`src/rtl/cw305_obi_master_if.sv`:
```
// cw305_obi_master_if: host command/response and OBI bus signals of the CW305 OBI master
interface cw305_obi_master_if #(
    parameter int CntWidth = 16
);
    logic                cmd_valid_i;
    logic                cmd_ready_o;
    logic                cmd_we_i;
    logic [3:0]          cmd_be_i;
    logic [31:0]         cmd_addr_i;
    logic [31:0]         cmd_wdata_i;
    logic                resp_valid_o;
    logic                resp_err_o;
    logic [31:0]         resp_rdata_o;
    logic                busy_o;
    logic [CntWidth-1:0] txn_cnt_o;
    logic                req_o;
    logic                we_o;
    logic [3:0]          be_o;
    logic [31:0]         addr_o;
    logic [31:0]         wdata_o;
    logic                gnt_i;
    logic                rvalid_i;
    logic [31:0]         rdata_i;

    modport master (
        input  cmd_valid_i, cmd_we_i, cmd_be_i, cmd_addr_i, cmd_wdata_i, gnt_i, rvalid_i, rdata_i,
        output cmd_ready_o, resp_valid_o, resp_err_o, resp_rdata_o, busy_o, txn_cnt_o,
               req_o, we_o, be_o, addr_o, wdata_o
    );

    modport slave (
        output cmd_valid_i, cmd_we_i, cmd_be_i, cmd_addr_i, cmd_wdata_i, gnt_i, rvalid_i, rdata_i,
        input  cmd_ready_o, resp_valid_o, resp_err_o, resp_rdata_o, busy_o, txn_cnt_o,
               req_o, we_o, be_o, addr_o, wdata_o
    );
endinterface

```
`src/rtl/cw305_obi_master.sv`:
```
// cw305_obi_master: issues one OBI transaction per host command, with a grant-phase timeout
module cw305_obi_master #(
    parameter int TimeoutCycles = 1024,
    parameter int CntWidth = 16
) (
    input logic clk_i,
    input logic rst_i,
    cw305_obi_master_if.master bus
);
    localparam int TW = TimeoutCycles > 1 ? $clog2(TimeoutCycles) : 1;
    localparam logic [TW-1:0] TLAST = TW'(TimeoutCycles > 0 ? TimeoutCycles - 1 : 0);

    typedef enum logic [2:0] {IDLE, REQ, WAIT, DONE, ERR} state_t;

    state_t state, state_n;
    logic [TW-1:0] tcnt;
    logic [CntWidth-1:0] cnt;
    logic accept;

    assign accept = state == IDLE && bus.cmd_valid_i;
    assign bus.txn_cnt_o = cnt;

    // grant wins over the timeout when both land on the same cycle
    always_comb begin
        state_n = state;
        case (state)
            IDLE:    state_n = bus.cmd_valid_i ? REQ : IDLE;
            REQ:     state_n = bus.gnt_i ? WAIT : (TimeoutCycles != 0 && tcnt == TLAST) ? ERR : REQ;
            WAIT:    state_n = bus.rvalid_i ? DONE : WAIT;
            default: state_n = IDLE;
        endcase
    end

    // every output is registered from the next state so nothing is combinational to the bus
    always_ff @(posedge clk_i or posedge rst_i) begin
        if (rst_i) begin
            state            <= IDLE;
            tcnt             <= '0;
            cnt              <= '0;
            bus.cmd_ready_o  <= 1'b1;
            bus.req_o        <= 1'b0;
            bus.we_o         <= 1'b0;
            bus.be_o         <= '0;
            bus.addr_o       <= '0;
            bus.wdata_o      <= '0;
            bus.resp_valid_o <= 1'b0;
            bus.resp_err_o   <= 1'b0;
            bus.resp_rdata_o <= '0;
            bus.busy_o       <= 1'b0;
        end else begin
            state            <= state_n;
            tcnt             <= state == REQ ? tcnt + 1'b1 : '0;
            bus.cmd_ready_o  <= state_n == IDLE;
            bus.req_o        <= state_n == REQ;
            bus.busy_o       <= state_n == REQ || state_n == WAIT;
            bus.resp_valid_o <= state_n == DONE || state_n == ERR;
            bus.resp_err_o   <= state_n == ERR;
            if (state_n == DONE || state_n == ERR) cnt <= cnt + 1'b1;
            if (accept) begin
                bus.we_o    <= bus.cmd_we_i;
                bus.be_o    <= bus.cmd_be_i;
                bus.addr_o  <= bus.cmd_addr_i & ~32'h3;
                bus.wdata_o <= bus.cmd_wdata_i;
            end
            if (state == WAIT && bus.rvalid_i && !bus.we_o) bus.resp_rdata_o <= bus.rdata_i;
        end
    end
endmodule

```
`src/flat_wrapper.sv`:
```
// flat-port wrapper written by rule: the top's interface ports become plain ports
module cw305_obi_master_flat 
#(
    parameter int TimeoutCycles = 1024,
    parameter int CntWidth = 16
)
  (clk_i, rst_i, bus_cmd_valid_i, bus_cmd_we_i, bus_cmd_be_i, bus_cmd_addr_i, bus_cmd_wdata_i, bus_gnt_i, bus_rvalid_i, bus_rdata_i, bus_cmd_ready_o, bus_resp_valid_o, bus_resp_err_o, bus_resp_rdata_o, bus_busy_o, bus_txn_cnt_o, bus_req_o, bus_we_o, bus_be_o, bus_addr_o, bus_wdata_o);
  cw305_obi_master_if #(.CntWidth(CntWidth)) bus_i ();
  input logic clk_i;
  input logic rst_i;
  input wire logic [$bits(bus_i.cmd_valid_i)-1:0] bus_cmd_valid_i;
  input wire logic [$bits(bus_i.cmd_we_i)-1:0] bus_cmd_we_i;
  input wire logic [$bits(bus_i.cmd_be_i)-1:0] bus_cmd_be_i;
  input wire logic [$bits(bus_i.cmd_addr_i)-1:0] bus_cmd_addr_i;
  input wire logic [$bits(bus_i.cmd_wdata_i)-1:0] bus_cmd_wdata_i;
  input wire logic [$bits(bus_i.gnt_i)-1:0] bus_gnt_i;
  input wire logic [$bits(bus_i.rvalid_i)-1:0] bus_rvalid_i;
  input wire logic [$bits(bus_i.rdata_i)-1:0] bus_rdata_i;
  output wire logic [$bits(bus_i.cmd_ready_o)-1:0] bus_cmd_ready_o;
  output wire logic [$bits(bus_i.resp_valid_o)-1:0] bus_resp_valid_o;
  output wire logic [$bits(bus_i.resp_err_o)-1:0] bus_resp_err_o;
  output wire logic [$bits(bus_i.resp_rdata_o)-1:0] bus_resp_rdata_o;
  output wire logic [$bits(bus_i.busy_o)-1:0] bus_busy_o;
  output wire logic [$bits(bus_i.txn_cnt_o)-1:0] bus_txn_cnt_o;
  output wire logic [$bits(bus_i.req_o)-1:0] bus_req_o;
  output wire logic [$bits(bus_i.we_o)-1:0] bus_we_o;
  output wire logic [$bits(bus_i.be_o)-1:0] bus_be_o;
  output wire logic [$bits(bus_i.addr_o)-1:0] bus_addr_o;
  output wire logic [$bits(bus_i.wdata_o)-1:0] bus_wdata_o;
  assign bus_i.cmd_valid_i = bus_cmd_valid_i;
  assign bus_i.cmd_we_i = bus_cmd_we_i;
  assign bus_i.cmd_be_i = bus_cmd_be_i;
  assign bus_i.cmd_addr_i = bus_cmd_addr_i;
  assign bus_i.cmd_wdata_i = bus_cmd_wdata_i;
  assign bus_i.gnt_i = bus_gnt_i;
  assign bus_i.rvalid_i = bus_rvalid_i;
  assign bus_i.rdata_i = bus_rdata_i;
  assign bus_cmd_ready_o = bus_i.cmd_ready_o;
  assign bus_resp_valid_o = bus_i.resp_valid_o;
  assign bus_resp_err_o = bus_i.resp_err_o;
  assign bus_resp_rdata_o = bus_i.resp_rdata_o;
  assign bus_busy_o = bus_i.busy_o;
  assign bus_txn_cnt_o = bus_i.txn_cnt_o;
  assign bus_req_o = bus_i.req_o;
  assign bus_we_o = bus_i.we_o;
  assign bus_be_o = bus_i.be_o;
  assign bus_addr_o = bus_i.addr_o;
  assign bus_wdata_o = bus_i.wdata_o;
  cw305_obi_master #(.TimeoutCycles(TimeoutCycles), .CntWidth(CntWidth)) u_core (.clk_i(clk_i), .rst_i(rst_i), .bus(bus_i));
endmodule
```
`config.mk`:
```
export PLATFORM = sky130hd
export DESIGN_NAME = cw305_obi_master_flat
export DESIGN_NICKNAME = d
export VERILOG_FILES = /design/src/rtl/cw305_obi_master_if.sv /design/src/rtl/cw305_obi_master.sv /design/src/flat_wrapper.sv
export SDC_FILE = /design/constraint.sdc
export NUM_CORES = 1
export LEC_CHECK = 0
export BUFFER_PORTS_ARGS = -buffer_cell sky130_fd_sc_hd__buf_2
export CAP_MARGIN = 25
export CORE_MARGIN = 8
export CORE_UTILIZATION = 51
export DETAILED_ROUTE_END_ITERATION = 10
export HOLD_SLACK_MARGIN = 0.08
export PLACE_DENSITY_LB_ADDON = 0.3
export SYNTH_ARGS = -nofsm -noshare
export SYNTH_HDL_FRONTEND = slang
export SYNTH_SLANG_ARGS = --single-unit
```
`constraint.sdc`:
```
create_clock -name clk_i -period 12.58 [get_ports clk_i]
set_input_delay 1.887 -clock clk_i [delete_from_list [all_inputs] [get_ports clk_i]]
set_output_delay 1.887 -clock clk_i [all_outputs]
set_load 0.005 [all_outputs]
```
=== Yosys cells after proc, flatten, opt, wreduce, memory -nomap -nowiden ===
Cells that the tools add are included.

* Word-level logic and storage cells: 36
* Bits of input ports: 106
* Output and inout port bits: 122
* Register bits after elaboration: 133

* Reductions and logical operators: 8
* Add/subtract/negate cells: 2
* Mux-type cells: 6
* Equality and inequality tests: 7

{| class="wikitable"
|+ Operators with widths
! kind !! number
|-
| $add 16x1->16 const B || 1
|-
| $add 10x1->10 const B || 1
|-
| $eq 10x10->1 const B || 1
|-
| $mux 10 || 1
|-
| $eq 3x2->1 const B || 3
|-
| $pmux 3 s3 || 1
|-
| $eq 3x1->1 const B || 2
|-
| $logic_not 3->1 || 2
|-
| $mux 3 || 2
|-
| $eq 3x3->1 const B || 1
|-
| $logic_and 1x1->1 || 3
|-
| $logic_or 1x1->1 || 2
|-
| $mux 1 || 2
|-
| $logic_not 1->1 || 1
|}

=== Logic depth before layout (Yosys ltp) ===
Gate-level depths: netlist (run 1).

* Depth in word-level cells: 6
* Gate-level depth with buffers: 6
* Gate-level depth less buffers: 5

=== Worst setup path after synthesis (run 1) ===
No wires, ideal clock.

* Kind: input-to-reg
* From: input port bus_gnt_i
* To: register u_core.cnt[3] (netlist: u_core.bus.txn_cnt_o[3])
* Setup time: 0.129 ns
* Cell stages on the path: 5
* Required time: 12.451 ns
* Arrival time: 3.179 ns
* Buffers on the path: 1
* Path slack: 9.273 ns
* Cells stage by stage: or4b_4 nor4_4 buf_6 o21bai_1 xnor2_1

* Word-level cells in the longest chain between the ends: 4
* Elaborated cells between the ends (all ways): 5
* Those cells by class: 2 x eq/ne; 2 x mux; 1 x reduce/logical

{| class="wikitable"
|+ Ends and longest elaborated chain
! item !! RTL line !! source
|-
| start, declared || flat_wrapper.sv:16 || <nowiki>input wire logic [$bits(bus_i.gnt_i)-1:0] bus_gnt_i;</nowiki>
|-
| $mux 3 (*) || cw305_obi_master.sv:28 || <nowiki>REQ: state_n = bus.gnt_i ? WAIT : (TimeoutCycles != 0 && tcnt == TLAST) ? ERR : REQ;</nowiki>
|-
| $pmux 3 s3 (*) || cw305_obi_master.sv:26 || <nowiki>case (state)</nowiki>
|-
| named net u_core.state_n[2] || cw305_obi_master.sv:15 || <nowiki>state_t state, state_n;</nowiki>
|-
| $eq 3x2->1 or $eq 3x3->1 (tied branches) || cw305_obi_master.sv:58 || <nowiki>if (state_n == DONE || state_n == ERR) cnt <= cnt + 1'b1;</nowiki>
|-
| $logic_or 1x1->1 (*) || cw305_obi_master.sv:58 ||
|-
| end signal, assigned || cw305_obi_master.sv:58 ||
|-
| end, declared || cw305_obi_master.sv:17 || <nowiki>logic [CntWidth-1:0] cnt;</nowiki>
|}

Mark *: on every way through the listed nets, which the timed path passes. The rest lies on a longest branch.
A chain may end at the register's enable or synchronous reset.

=== Worst setup path in the final report (run 1) ===
* From: input port bus_gnt_i
* To: register u_core.cnt[14] (netlist: u_core.bus.txn_cnt_o[14])

* Word-level cells in the longest chain between the ends: 4
* Elaborated cells between the ends (all ways): 5
* Those cells by class: 2 x eq/ne; 2 x mux; 1 x reduce/logical

{| class="wikitable"
|+ Ends and longest elaborated chain
! item !! RTL line
|-
| $mux 3 (*) || cw305_obi_master.sv:28
|-
| $pmux 3 s3 (*) || cw305_obi_master.sv:26
|-
| $eq 3x2->1 or $eq 3x3->1 (tied branches) || cw305_obi_master.sv:58
|-
| $logic_or 1x1->1 (*) || cw305_obi_master.sv:58
|}

Every way passes the cells marked *; elsewhere a longest branch is shown, timed or not.

==> results of run 1 <==
## worst max-delay path, cell delays in order
cell	delay [ps]
sky130_fd_sc_hd__buf_2	120
sky130_fd_sc_hd__or4b_4	570
sky130_fd_sc_hd__nor4_4	730
sky130_fd_sc_hd__o21ai_0	270
sky130_fd_sc_hd__xnor2_1	190
## kinds of logic (layout without fill, tap and decap cells)
logic type               after synthesis  after routing
buffers and inverters                 21            262
AO/OA/AOI/OAI                         20             20
other                                  1              2
multiplexers                         100            100
XOR/XNOR                              22             22
adder cells (fa/ha/maj)                2              2
flip-flops                           133            133
AND/OR/NAND/NOR                       61             61
## path summary, 6_finish.rpt
check,from,to
worst min-delay path,u_core.bus.txn_cnt_o[15]$_DFFE_PP0P_,u_core.bus.txn_cnt_o[15]$_DFFE_PP0P_
max in group asynchronous,rst_i,u_core.bus.resp_rdata_o[22]$_DFFE_PP0P_
worst max-delay path,bus_gnt_i,u_core.bus.txn_cnt_o[14]$_DFFE_PP0P_
worst max register to register,u_core.state[1]$_DFF_PP0_,u_core.bus.txn_cnt_o[14]$_DFFE_PP0P_
min in group asynchronous,rst_i,u_core.bus.resp_rdata_o[28]$_DFFE_PP0P_
worst min register to register,u_core.bus.txn_cnt_o[15]$_DFFE_PP0P_,u_core.bus.txn_cnt_o[15]$_DFFE_PP0P_
## sequential cells by signal, indices dropped and copies added, names as in the netlist, 3 cells and up
signal / flops
u_core.bus.addr_o: 30
u_core.bus.be_o: 4
u_core.bus.resp_rdata_o: 32
u_core.bus.txn_cnt_o: 16
u_core.bus.wdata_o: 32
u_core.state: 3
u_core.tcnt: 10
## per-stage QoR
step	hold slack, ps	total power [µW]	setup slack, ps
3_5_place_dp	468	1250	8790
3_3_place_gp	457	1220	8810
5_1_grt	507	1830	9110
4_1_cts	476	1750	9300
2_1_floorplan	448	977	7140
6_report	478	1730	9190
## layout make-up
type / instances / share of cell area (%)
Sequential cell: 133 / 46.9
Multi-Input combinational cell: 207 / 25.4
Timing Repair Buffer: 229 / 16.6
Clock buffer: 26 / 7.15
Tap cell: 136 / 2.40
Clock inverter: 3 / 1.27
Inverter: 4 / 0.247
## synth_stat cells, drive strengths merged, types with 2 or more instances
library cell / count
a21oi: 3
and3: 2
and4: 2
buf: 11
clkbuf: 6
dfrtp: 132
ha: 2
inv: 4
mux2: 100
nand2: 6
nand2b: 2
nand3: 10
nand4: 5
nor2: 16
nor3: 8
nor4: 5
o21ai: 13
or3: 2
xnor2: 16
xor2: 6
## metal layers
metal | GRT usage, % | vias up | wire, µm
met2 | 31.6 | 165 | 6690
met5 | 0 | - | 0
met1 | 21.3 | 1814 | 4960
li1 | - | 1729 | -
met3 | 7.18 | 18 | 1380
met4 | 6.74 | 0 | 174
## power breakdown
part	internal (µW)	switching, µW	total [µW]
Clock	331	162	492
Sequential	610	98.1	708
Combinational	301	224	525
Total	1240	484	1730
==> implementation parameters, run 1 <==
Parameter                              Value

Floorplan
  Total core area    10,100 µm²
  Overall die width    117 µm
  DIE AREA    13,700 µm²
  Number of top-level design ports    228
  Initial Utilization    51.6%
  Die Span Y    117 µm
  Standard-cell rows    37

Setup path
  Worst reg-to-reg setup slack    10,270 ps
  Largest fanout on the critical path    15
  Crit path launch type    primary input
  Arrival time of the worst setup path    3770 ps
  Worst Setup End Kind    flop
  Required time reported for the critical path endpoint    12,960 ps
  Cells on worst reg2reg path    4
  Critical Setup Path Class    primary input to flop

Final layout
  Fillcell total    706
  Count of placed standard cells in the final layout, fillers left out    738
  Multi-input gate area    1810 µm²
  Commonest cells after routing, fill and taps aside    sky130_fd_sc_hd__buf_2, sky130_fd_sc_hd__dfrtp_1, sky130_fd_sc_hd__mux2_2
  Final design area excluding fillers    7100 µm²
  Relative area change from synthesis to final layout    35.9%
  Utilization of the core after routing    70.0%
  Antenna diode count    0
  Layout cells sized above 1    60.1%
  Sequential cell area    3330 µm²
  Nets@finish    700
  Commonest non-fill, non-tap cell in the layout    sky130_fd_sc_hd__buf_2

Logic synthesis
  Leading area contributor after synthesis    sky130_fd_sc_hd__dfrtp_1
  Mapped Avg Cell Area    14.5 µm²
  Simple-gate portion of the synthesized area    6.41%
  Cell types occupying the most area after synthesis    sky130_fd_sc_hd__dfrtp_1, sky130_fd_sc_hd__mux2_2, sky130_fd_sc_hd__xnor2_1, sky130_fd_sc_hd__nor2_1, sky130_fd_sc_hd__xor2_1
  Distinct cells, synth    33
  Instance count of the mapped netlist    360
  Largest family of logic cells by synthesized area    multiplexers
  Share of the synthesized netlist area taken by xor and xnor gates    3.69%
  Part of the Yosys area used for sequential elements    63.7%
  Post-Syn Area    5230 µm²
  Arithmetic-cell share of the synthesized area counting full adders, half adders and majority gates    0.479%
  Number of flops mapped to enable cells by yosys    0
  Multiplexer fraction of the synthesized cell area    21.5%
  Yosys synthesis warning count    0
  Complex-gate fraction of the synthesized area    2.13%
  Top cell type's share of synthesized area    63.2%
  FFs w/ async S/R, synth    100%
  Flip-flop cell with the highest count after synthesis    sky130_fd_sc_hd__dfrtp_1
  Total of flip-flops plus latches after synthesis    133

Global route
  Vias in the first global route    3,886
  First-pass GRT wire length    19,700 µm
  Maximum number of pins on one net before global-route repair    86
  Initial antenna violation count    0
  Overall fraction of global-route tracks in use    18.7%
  Global route total overflow    0

Drt
  Drt initial violations    222
  DRC violation count after routing    0
  Via Count    3,726
  Ratio of routed vias to standard cells    5.05
  Final antenna-violating net count    0
  Pre-antenna DRT Iters    4
  Wire length after detailed routing    13,200 µm
  Per-cell routed wire length    17.9 µm

Power and ir drop
  Leakage power    0.00345 µW
  PwrDens    243 nW/µm²
  Worst-case vdd ir drop    0.129 mV

Placement
  IO Port Bufs    223
  Placed Instances    708
  Post-DP HPWL    9970 µm
  Gp weighted congestion    0.787
  Placed Instance Area    6480 µm²

CTS
  Setup Fix Bufs, Post-CTS    0
  CTS hold repair buffers    0
  Buffers from clock root to sink, at most    2
  Worst-skew pair later-pin latency    510 ps
  Clock tree sinks    133
  TritonCTS Buffers    17
  CTS Root Cell    sky130_fd_sc_hd__clkbuf_8
  Clock tree from TritonCTS    yes
  Clock edge transition at the registers on the reported setup and hold paths    50 ps
  Post-CTS Resized    0
  H-Tree Level Count    4

STA
  Worst Max-Slew Pin Slew    765 ps
  Minimum clock period after layout    3390 ps
  Unrepaired setup endpoints after global routing    no
  Max_slew headroom    48.6%
  Number of failing setup endpoints in the final timing report    0
  Peak Freq    0.295 GHz
  Worst clock skew    6.66 ps
  Fin. max-slew vios    0
  Total negative slack for setup checks    0 ps
  Hold violation count in the final report    0
  Share of the cycle needed by the critical path after routing    27.0%

Hold path
  Count of cells along the worst hold path    1
  Worst hold path class    flop to flop

Status
  Result of the run    finished, final reports clean

Job
  Maximum Capacitance Violations    0
Power figures use the tool's default switching activity.
==> inputs of run 2 (changes only) <==
CORE_UTILIZATION = 43   (was 51)
clock period = 2.98 ns   (was 12.58 ns; I/O delays follow)
==> run 2 against run 1 <==
Compared with the run above:
- flip-flop and latch count unchanged
- highest routed layer unchanged
- worst setup slack got worse by 8500 ps
- sequential power increased to 4.2 times the previous value
- largest power group unchanged
==> implementation parameters, run 2 (synthesis results as in run 1) <==
Parameter                              Value

CTS
  Clock tree sinks    133
  Clock edge transition at the registers on the reported setup and hold paths    60 ps
  TritonCTS Buffers    17
  Post-CTS Resized    0
  Setup Fix Bufs, Post-CTS    0
  H-Tree Level Count    4
  Clock tree from TritonCTS    yes
  CTS Root Cell    sky130_fd_sc_hd__clkbuf_16
  Worst-skew pair later-pin latency    410 ps
  CTS hold repair buffers    0
  Buffers from clock root to sink, at most    2

Final layout
  Commonest cells after routing, fill and taps aside    sky130_fd_sc_hd__buf_2, sky130_fd_sc_hd__dfrtp_1, sky130_fd_sc_hd__mux2_2
  Top flop regs    u_core.bus.resp_rdata_o x32, u_core.bus.wdata_o x32, u_core.bus.addr_o x30
  Final design area excluding fillers    7140 µm²
  Fillcell total    954
  Layout cells sized above 1    60.4%
  Relative area change from synthesis to final layout    36.7%
  Sequential cell area    3330 µm²
  Commonest non-fill, non-tap cell in the layout    sky130_fd_sc_hd__buf_2
  Multi-input gate area    1810 µm²
  Antenna diode count    0
  Nets@finish    701

Drt
  DRC violation count after routing    0
  Final antenna-violating net count    0
  Drt initial violations    197
  Pre-antenna DRT Iters    4
  Via Count    3,670
  Per-cell routed wire length    17.5 µm
  Wire length after detailed routing    13,100 µm
  Ratio of routed vias to standard cells    4.89

Global route
  Overall fraction of global-route tracks in use    16.7%
  Vias in the first global route    3,864
  First-pass GRT wire length    20,800 µm
  Global route total overflow    0
  Initial antenna violation count    0
  Maximum number of pins on one net before global-route repair    51

STA
  Unrepaired setup endpoints after global routing    no
  Peak Freq    0.443 GHz
  Worst Max-Slew Pin Slew    915 ps
  Total negative slack for setup checks    0 ps
  Share of the cycle needed by the critical path after routing    75.8%
  Worst clock skew    11.2 ps
  Minimum clock period after layout    2260 ps
  Number of failing setup endpoints in the final timing report    0
  Fin. max-slew vios    0
  Max_slew headroom    38.9%
  Hold violation count in the final report    0
  Worst Slack Setup Final    722 ps

Placement
  Post-DP HPWL    10000 µm
  Gp weighted congestion    0.851
  Worst slack, placed    611 ps
  IO Port Bufs    223
  Placed Instance Area    6530 µm²

Power and ir drop
  PwrDens    1030 nW/µm²
  Leakage power    0.00347 µW
  Worst-case vdd ir drop    0.470 mV

Setup path
  Arrival time of the worst setup path    2540 ps
  Worst Setup End Kind    flop
  Worst reg-to-reg setup slack    720 ps
  Critical Setup Path Class    flop to flop
  Crit path launch type    flop
  Largest fanout on the critical path    15
  R2r endpoint    u_core.bus.txn_cnt_o[13]$_DFFE_PP0P_
  Cells on worst reg2reg path    4
  Startpoint of the worst register-to-register path    u_core.state[0]$_DFF_PP0_
  Required time reported for the critical path endpoint    3270 ps

Hold path
  Worst hold path class    primary input to asynchronous set/reset pin

Status
  Result of the run    finished, final reports clean

Floorplan
  DIE AREA    15,900 µm²
  Die Span Y    126 µm
  Number of top-level design ports    228
  Initial Utilization    43.7%
  Standard-cell rows    40
  Overall die width    126 µm
  Total core area    12,000 µm²

Job
  Maximum Capacitance Violations    0
[run 2: final cells by class]
type                            instances  area share, %
Timing Repair Buffer                  230           16.7
Inverter                                4          0.263
Sequential cell                       133           46.6
Clock buffer                           21           6.44
Clock inverter                          9           2.14
Multi-Input combinational cell        207           25.3
Tap cell                              147           2.57
[run 2: power by group]
group / internal, µW / switching [µW]
registers: 2580 / 407
clock network: 1430 / 722
logic: 1270 / 944
total: 5280 / 2070
[run 2: how the worst max path moves through the flow]
| stage | startpoint | endpoint | cells after the start |
|---|---|---|---|
| 3_5_place_dp | bus_gnt_i | u_core.bus.txn_cnt_o[13]$_DFFE_PP0P_ | 5 |
| 3_3_place_gp | bus_gnt_i | u_core.bus.txn_cnt_o[12]$_DFFE_PP0P_ | 5 |
| 6_report | u_core.state[0]$_DFF_PP0_ | u_core.bus.txn_cnt_o[13]$_DFFE_PP0P_ | 4 |
| 2_1_floorplan | rst_i | u_core.bus.addr_o[10]$_DFFE_PP0P_ | 1 |
| 5_1_grt | u_core.state[0]$_DFF_PP0_ | u_core.bus.txn_cnt_o[6]$_DFFE_PP0P_ | 4 |
| 4_1_cts | u_core.state[0]$_DFF_PP0_ | u_core.bus.txn_cnt_o[13]$_DFFE_PP0P_ | 4 |
[run 2: routing by layer]
layer	GRT usage, %	vias up	part of all wire (%)
li1	-	1735	-
met1	18.0	1769	39
met2	27.4	148	50
met3	7.43	18	8.8
met4	8.07	0	1.9
met5	0	-	0
[run 2: critical path, cell delays in order (launching register included)]
cell                      delay [ps]
sky130_fd_sc_hd__dfrtp_1         470
sky130_fd_sc_hd__or4b_4          530
sky130_fd_sc_hd__nor4_4          760
sky130_fd_sc_hd__o21ai_0         210
sky130_fd_sc_hd__xnor2_1         170
[run 2: through the flow]
step / power, µW / util [%] / instances / hold WS (ps)
2_1_floorplan: 4130 / - / 361 / 448
3_3_place_gp: 5170 / 54.6 / 721 / 459
3_5_place_dp: 5290 / 54.6 / 721 / 458
4_1_cts: 7490 / 59.7 / 751 / 248
5_1_grt: 7790 / 59.7 / 751 / 251
6_report: 7350 / 59.7 / 751 / 226
